`src/rtl/fft_pkg.sv`:
```
// Shared types and default sizing for the FFT twiddle sequencing logic.
package fft_pkg;

  typedef enum logic [1:0] {
    ST_IDLE  = 2'd0,
    ST_RUN   = 2'd1,
    ST_DRAIN = 2'd2
  } state_e;

  localparam int DEF_CLK_CNT = 16;
  localparam int DEF_IDX_DIV = 4;
  localparam int DEF_LATENCY = 1;

endpackage : fft_pkg

```
`src/rtl/valid_delay.sv`:
```
// LATENCY-deep {valid, last} shift register that tracks beats through the
// twiddle multiplier pipeline. Async reset, synchronous clear for aborts.
module valid_delay
  import fft_pkg::*;
#(
  parameter int LATENCY = DEF_LATENCY
) (
  input  logic clk,
  input  logic rstn,
  input  logic clr_i,
  input  logic valid_i,
  input  logic last_i,
  output logic valid_o,
  output logic last_o
);

  logic [LATENCY-1:0] valid_q;
  logic [LATENCY-1:0] last_q;

  // Shift one stage per cycle; a clear wipes every in-flight beat.
  always_ff @(posedge clk or negedge rstn) begin
    if (!rstn) begin
      valid_q <= '0;
      last_q  <= '0;
    end else if (clr_i) begin
      valid_q <= '0;
      last_q  <= '0;
    end else begin
      valid_q[0] <= valid_i;
      last_q[0]  <= last_i & valid_i;
      for (int i = 1; i < LATENCY; i++) begin
        valid_q[i] <= valid_q[i-1];
        last_q[i]  <= last_q[i-1];
      end
    end
  end

  assign valid_o = valid_q[LATENCY-1];
  assign last_o  = last_q[LATENCY-1];

endmodule : valid_delay

```
`src/rtl/twd_seq_ctrl.sv`:
```
// Twiddle-factor sequencer: counts butterfly beats within a frame, selects
// the twiddle index per beat and tracks results through the multiplier.
module twd_seq_ctrl
  import fft_pkg::*;
#(
  parameter int CLK_CNT = DEF_CLK_CNT,
  parameter int IDX_DIV = DEF_IDX_DIV,
  parameter int LATENCY = DEF_LATENCY
) (
  input  logic       clk,
  input  logic       rstn,
  input  logic       i_valid,
  input  logic       i_sof,
  input  logic       i_flush,
  output logic       o_twd_valid,
  output logic [3:0] o_twd_idx,
  output logic [3:0] o_beat_cnt,
  output logic       o_out_valid,
  output logic       o_eof,
  output logic       o_busy,
  output logic       o_err,
  output logic [7:0] o_frame_cnt
);

  localparam logic [3:0] LAST_BEAT = 4'(CLK_CNT - 1);
  localparam logic [3:0] IDX_DIV_W = 4'(IDX_DIV);

  state_e     state_q, state_d;
  logic [3:0] cnt_q, cnt_d;
  logic [7:0] frame_cnt_q, frame_cnt_d;
  logic       err_q, err_d;

  logic       accept;
  logic [3:0] beat_cur;
  logic       is_last;
  logic       dly_clr;
  logic       dly_valid;
  logic       dly_last;

  // Register state, beat counter, frame counter and error pulse.
  always_ff @(posedge clk or negedge rstn) begin
    if (!rstn) begin
      state_q     <= ST_IDLE;
      cnt_q       <= 4'd0;
      frame_cnt_q <= 8'd0;
      err_q       <= 1'b0;
    end else begin
      state_q     <= state_d;
      cnt_q       <= cnt_d;
      frame_cnt_q <= frame_cnt_d;
      err_q       <= err_d;
    end
  end

  // Decide beat acceptance, current beat number and next state.
  always_comb begin
    state_d     = state_q;
    cnt_d       = cnt_q;
    frame_cnt_d = frame_cnt_q;
    err_d       = 1'b0;
    accept      = 1'b0;
    beat_cur    = cnt_q;
    dly_clr     = 1'b0;
    is_last     = 1'b0;

    if (i_flush) begin
      // Flush wins over everything; a coincident beat is silently dropped.
      state_d = ST_IDLE;
      cnt_d   = 4'd0;
      dly_clr = 1'b1;
    end else begin
      case (state_q)
        ST_IDLE: begin
          if (i_valid) begin
            if (i_sof) begin
              accept   = 1'b1;
              beat_cur = 4'd0;
            end else begin
              err_d = 1'b1;
            end
          end
        end
        ST_RUN: begin
          if (i_valid) begin
            accept = 1'b1;
            // A fresh sof mid-frame abandons the partial frame.
            if (i_sof && (cnt_q != 4'd0)) begin
              err_d    = 1'b1;
              beat_cur = 4'd0;
            end
          end
        end
        ST_DRAIN: begin
          // Leave once the tagged last beat leaves the pipeline.
          if (dly_last) state_d = ST_IDLE;
          if (i_valid) begin
            if (i_sof) begin
              accept   = 1'b1;
              beat_cur = 4'd0;
            end else begin
              err_d = 1'b1;
            end
          end
        end
        default: state_d = ST_IDLE;
      endcase

      if (accept) begin
        if (beat_cur == LAST_BEAT) begin
          is_last     = 1'b1;
          cnt_d       = 4'd0;
          frame_cnt_d = frame_cnt_q + 8'd1;
          state_d     = ST_DRAIN;
        end else begin
          cnt_d   = beat_cur + 4'd1;
          state_d = ST_RUN;
        end
      end
    end
  end

  valid_delay #(
    .LATENCY(LATENCY)
  ) u_valid_delay (
    .clk    (clk),
    .rstn   (rstn),
    .clr_i  (dly_clr),
    .valid_i(accept),
    .last_i (is_last),
    .valid_o(dly_valid),
    .last_o (dly_last)
  );

  assign o_twd_valid = accept;
  assign o_beat_cnt  = beat_cur;
  assign o_twd_idx   = beat_cur / IDX_DIV_W;
  assign o_out_valid = dly_valid;
  assign o_eof       = dly_last;
  assign o_busy      = (state_q != ST_IDLE);
  assign o_err       = err_q;
  assign o_frame_cnt = frame_cnt_q;

endmodule : twd_seq_ctrl

```
`config.mk`:
```
export PLATFORM = sky130hd
export DESIGN_NAME = twd_seq_ctrl
export DESIGN_NICKNAME = d
export VERILOG_FILES = /design/src/rtl/fft_pkg.sv /design/src/rtl/valid_delay.sv /design/src/rtl/twd_seq_ctrl.sv
export SDC_FILE = /design/constraint.sdc
export NUM_CORES = 1
export LEC_CHECK = 0
export ABC_AREA = 1
export CAP_MARGIN = 30
export CORE_AREA = 2 2 53 55
export DETAILED_ROUTE_END_ITERATION = 7
export DIE_AREA = 0 0 55 57
export PLACE_DENSITY = 0.7
export SLEW_MARGIN = 20
export SYNTH_ARGS = -nofsm -noshare
export SYNTH_HDL_FRONTEND = slang
export SYNTH_SLANG_ARGS = --single-unit
export TNS_END_PERCENT = 100
```
`constraint.sdc`:
```
create_clock -name clk -period 3.8 [get_ports clk]
set_input_delay 0.38 -clock clk [delete_from_list [all_inputs] [get_ports clk]]
set_output_delay 0.38 -clock clk [all_outputs]
set_load 0.01 [all_outputs]
```
Word level (Yosys, flattened, before mapping)
Index checks and enable logic that the tools add are counted.

storage, ports and cells
  output and inout bits = 21
  input port bits = 5
  word-level logic and storage cells = 57
  bits in registers = 17

cells by class
  add/sub/neg operators = 2
  reductions and logical operators = 9
  muxes and demuxes = 33
  equality and inequality tests = 5
  bitwise operators = 2

operators with widths
  cell                                                              number
  4-bit two-way mux                                                 9
  1-bit two-way mux                                                 16
  8-bit by 1-bit adder with 8-bit output (second input constant)    1
  2-bit two-way mux                                                 4
  4-bit case mux with 2 select lines                                1
  4-bit by 1-bit adder with 4-bit output (second input constant)    1
  4-bit == test (second input constant)                             1
  4-bit by 3-bit != test with 1-bit output (second input constant)  1
  1-bit case mux with 2 select lines                                2
  2-bit case mux with 2 select lines                                1
  2-bit nonzero test                                                2
  4-bit nonzero test                                                1
  2-bit OR reduction                                                2
  3-bit by 1-bit != test with 1-bit output (second input constant)  1
  3-bit AND reduction                                               1
  2-bit by 1-bit == test with 1-bit output (second input constant)  1
  2-bit == test (second input constant)                             1
  2-bit logical NOT                                                 1
  2-bit AND reduction                                               1
  1-bit AND                                                         1
  1-bit logical AND                                                 1
  1-bit NOT                                                         1

Depth between registers and ports, before layout
  word-level depth = 12
  depth in mapped cells = 10
  depth with buffers taken out = 10

Modules after synthesis
From an unflattened synthesis, not the netlist that was laid out.

unflattened totals
  cell total of the unflattened synthesis = 141
  area, all modules = 1069.8 um^2

by module, submodules not included
  module        times used  cells each  area each (um^2)  seq. area each (um^2)
  twd_seq_ctrl  1           135         1002.2            375.4
  valid_delay   1           6           67.6              50.0

Worst setup path after synthesis
OpenSTA, ideal clock, no wires.

  path kind = flip-flop to flip-flop
  from = register state_q[0]
  to = register frame_cnt_q[1] (netlist: o_frame_cnt[1])
  cell stages (with the launch flop) = 10
  setup time = 0.120 ns
  path slack = 2.218 ns
  arrival = 1.462 ns
  path buffers = 1
  data required time = 3.680 ns
  clock period less this slack = 1.582 ns
  path through = dfrtp_1 nand2_2 nand2_4 inv_1 nor2_1 ha_1 nand4_4 buf_6 o21bai_2 nand2_1

on the way
  cells in the longest elaborated chain, start to end = 6
  elaborated cells between the ends (all ways) = 10
  those cells by class = 3 x eq/ne; 4 x mux; 3 x reduce/logical

ends and longest elaborated chain
  element                                             RTL line             RTL
  start, declared                                     twd_seq_ctrl.sv:28   state_e state_q, state_d;
  start signal, assigned                              twd_seq_ctrl.sv:48   state_q <= state_d;
  2-bit == test or 2-bit logical NOT (tied branches)  twd_seq_ctrl.sv:72   case (state_q)
  2-bit OR reduction (no line)                        n/a
  4-bit case mux with 2 select lines                  twd_seq_ctrl.sv:72
  4-bit two-way mux                                   twd_seq_ctrl.sv:66   if (i_flush) begin
  4-bit == test                                       twd_seq_ctrl.sv:109  if (beat_cur == LAST_BEAT) begin
  3-bit AND reduction (no line) *                     n/a
  end signal, assigned                                twd_seq_ctrl.sv:50   frame_cnt_q <= frame_cnt_d;
  end, declared                                       twd_seq_ctrl.sv:30   logic [7:0] frame_cnt_q, frame_cnt_d;

Mark *: on every way between the ends. The rest lies on a longest branch, timed or not. The select of a mux whose other input is x is not followed.
A chain may end at the register's enable or synchronous reset.

Worst setup path in the final report
  from = input i_sof
  to = output o_twd_valid

on the way
  cells in the longest elaborated chain, start to end = 5

ends and longest elaborated chain
  element                             RTL line                                RTL
  start, declared                     twd_seq_ctrl.sv:13                      input logic i_sof,
  1-bit two-way mux                   twd_seq_ctrl.sv:75, twd_seq_ctrl.sv:97
  1-bit two-way mux                   twd_seq_ctrl.sv:96                      if (i_valid) begin
  1-bit case mux with 2 select lines  twd_seq_ctrl.sv:72
  1-bit two-way mux (2 in a row)      twd_seq_ctrl.sv:66
  end, declared                       twd_seq_ctrl.sv:15                      output logic o_twd_valid,

Every way passes these cells. The select of a mux whose other input is x is not followed.

==> metrics.csv <==
stage,metric,value,unit
synth,yosys_warnings,0,
synth,synth_cells,136,
clock_tree,cts_buffers,3,
clock_tree,cts_tree,done,
detailed_routing,first_pass_iters,4,
sta,maxSlewViolCount,0,
detailed_routing,drc_errors,0,
synth,yosysTopAreaCell,dfrtp_1,
run_status,status,"finished, final reports clean",
setup_path,reg2reg_from,state_q[0],
sta,min_period,2.736,ns
min_path,hp-class,in -> async,
synth,synth_area,1085,µm²
global_routing,grt_first_pass_wirelength,3691,µm
setup_path,path_class,in -> out,
synth,synth_top_area_share,39.22,%
sta,grt_setup_unrepaired,no,
sta,fin_tns_setup,0,ns
sta,setup_viol,0,
floorplanning,chipWidth,55,µm
setup_path,start_kind,input pin,
global_routing,grt_remaining_overflow,0,
setup_path,rr_worst_depth,9,
power_and_ir_drop,power_density,243.0,nW/µm²
power_and_ir_drop,leakagePower,0.0007467,µW
floorplanning,die_area,3135,µm²
detailed_routing,drtIter0Drc,25,
setup_path,slowest_delay,0.58,ns
synth,synth_seq_cells,17,
setup_path,worstPathRequired,3.42,ns
placement,portBuffers,23,
global_routing,grt_max_degree,18,
clock_tree,worstSkewPairLatency,0.28,ns
flow_run,maxCapViolCount,0,
placement,gp_congestion,0.7576,
floorplanning,num_rows,19,
detailed_routing,antenna_left,0,
setup_path,cpMaxStageDelayCell,clkdlybuf4s50_1,
global_routing,antenna_found_initial,0,
synth,syn_area_per_cell,7.976,µm²
sta,clock_skew,0.0006988,ns
clock_tree,cts.clk_slew.worst_paths,0.10,ns
setup_path,r2r_slack,1.95,ns
placement,pre_cts_slack,1.063,ns
cells_and_area,layout_common_cells,"nand2_1, inv_1, clkdlybuf4s50_1, dfrtp_1, nand3_1",
detailed_routing,viasPerCell,4.741,
setup_path,cp.arrival,2.36,ns
detailed_routing,vias,896,
sta,fmax,0.3655,GHz
setup_path,crit_fanout,11,
power_and_ir_drop,irDropWorstVdd,167.8,µV
setup_path,cp_cell_sequence,clkdlybuf4s50_1 > inv_1 > nand2_2 > nand4_2 > inv_1 > clkdlybuf4s50_1,
sta,worst_slew_pin_slew,0.7818,ns
cells_and_area,area_delta_synth_final,22.72,%
sta,slew_headroom,47.72,%
clock_tree,cts_buffer_depth,2,
cells_and_area,drive_gt1_share,10.13,%
setup_path,cp-end-kind,primary output,
global_routing,global_route.usage.total,15.61,%
detailed_routing,wire_per_inst,10.55,µm
clock_tree,cts.sinks,17,
floorplanning,die_h,57,µm
detailed_routing,drt-total-wl,1994,µm
clock_tree,post_cts_buffers,0,
synth,ys_types,22,
floorplanning,coreArea,2615,µm²
cells_and_area,final_common_cell,nand2_1,
setup_path,r2r-end,o_frame_cnt[6],
floorplanning,io-pin-count,26,
floorplanning,initial_core_util,41.48,%
clock_tree,holdBufCountCts,0,
placement,dp_hpwl,1509,µm
cells_and_area,num-nets-final,166,
clock_tree,h-tree-depth,1,
cells_and_area,antennaDiodeCount,0,
synth,ys_seq_area_share,39.22,%
clock_tree,cts-root-buf,clkbuf_4,
clock_tree,cts_resized,0,
sta,setup_slack,1.064,ns
sta,hold_violations,0,
sta,finalCritPeriodShare,72.00,%
synth,netlist_top_cells_area,"dfrtp_1, nand2_1, inv_1",
global_routing,first_global_vias,876,
==> metal layers <==
layer  share of wire, %  up-vias  GRT usage [%]
met5                  0        -              0
met4               0.70        0          4.181
met3                5.0        2          2.880
met2                 49       24          26.36
met1                 45      410          20.10
li1                   -      460              -
==> flip-flops by register name, summed over array words and instances (netlist names) <==
name	flops
u_valid_delay.last_o	1
state_q	2
o_frame_cnt	8
cnt_q	4
u_valid_delay.valid_o	1
o_err	1
==> logic make-up (layout without fill, tap and decap cells) <==
logic type,Yosys count,after routing,share of synthesized area [%]
adders and majority gates,2,2,2.306
DFF,17,17,39.22
xor gates and xnor gates,5,5,4.037
AOI/OAI and AO/OA,17,17,12.23
other,1,2,0.3457
and+or+nand+nor,62,62,28.03
buffers and inverters,32,53,13.84
==> cell type report <==
cell class	count	area [µm²]
flip-flops and latches	17	425.4
multi-input cells	88	513.0
well taps	31	38.79
fillers	269	1284
clock buffers	4	26.28
inverters	26	97.59
repair buffers	23	230.2
==> synthesized netlist by cell type, drive strengths merged <==
cell / number
dfrtp: 17
ha: 2
conb: 1
nor2: 6
inv: 26
nand4: 2
a31oi: 1
o21bai: 8
a21oi: 2
o21ai: 6
xor2: 5
nand3: 12
nor3: 1
nand2: 41
buf: 6
==> worst max path at each step <==
stage                     from              to  slack, ns  cells after the start
floorplan           state_q[0]  o_frame_cnt[1]       2.22                      9
global placement         i_sof     o_twd_valid       1.13                      6
detailed placement       i_sof     o_twd_valid       1.06                      6
CTS                      i_sof     o_twd_valid       1.04                      6
global route             i_sof     o_twd_valid       0.93                      6
finish                   i_sof     o_twd_valid       1.06                      6
==> metrics by stage <==
step | total power [µW] | utilization [%] | instance area (µm²) | hold slack, ns | std cells
after floorplan | 213.6 | - | 1089 | 0.08441 | 137
after global placement | 230.1 | 49.90 | 1305 | 0.5582 | 185
after detailed placement | 230.7 | 49.90 | 1305 | 0.5648 | 185
after CTS | 330.0 | 50.91 | 1331 | 0.5604 | 189
after global routing | 342.8 | 50.91 | 1331 | 0.6037 | 189
final | 323.4 | 50.91 | 1331 | 0.5424 | 189
==> report_power, final <==
part           switching, µW  internal, µW
sequential              2.98           184
combinational           23.7          16.1
clock                   55.9          40.8
total                   82.5           241
==> critical path: cells and delay by family <==
kind | cells | cell delay [ns]
buffers and inverters | 4 | 1.49
AND/OR/NAND/NOR | 2 | 0.47
Power figures use the tool's default switching activity.
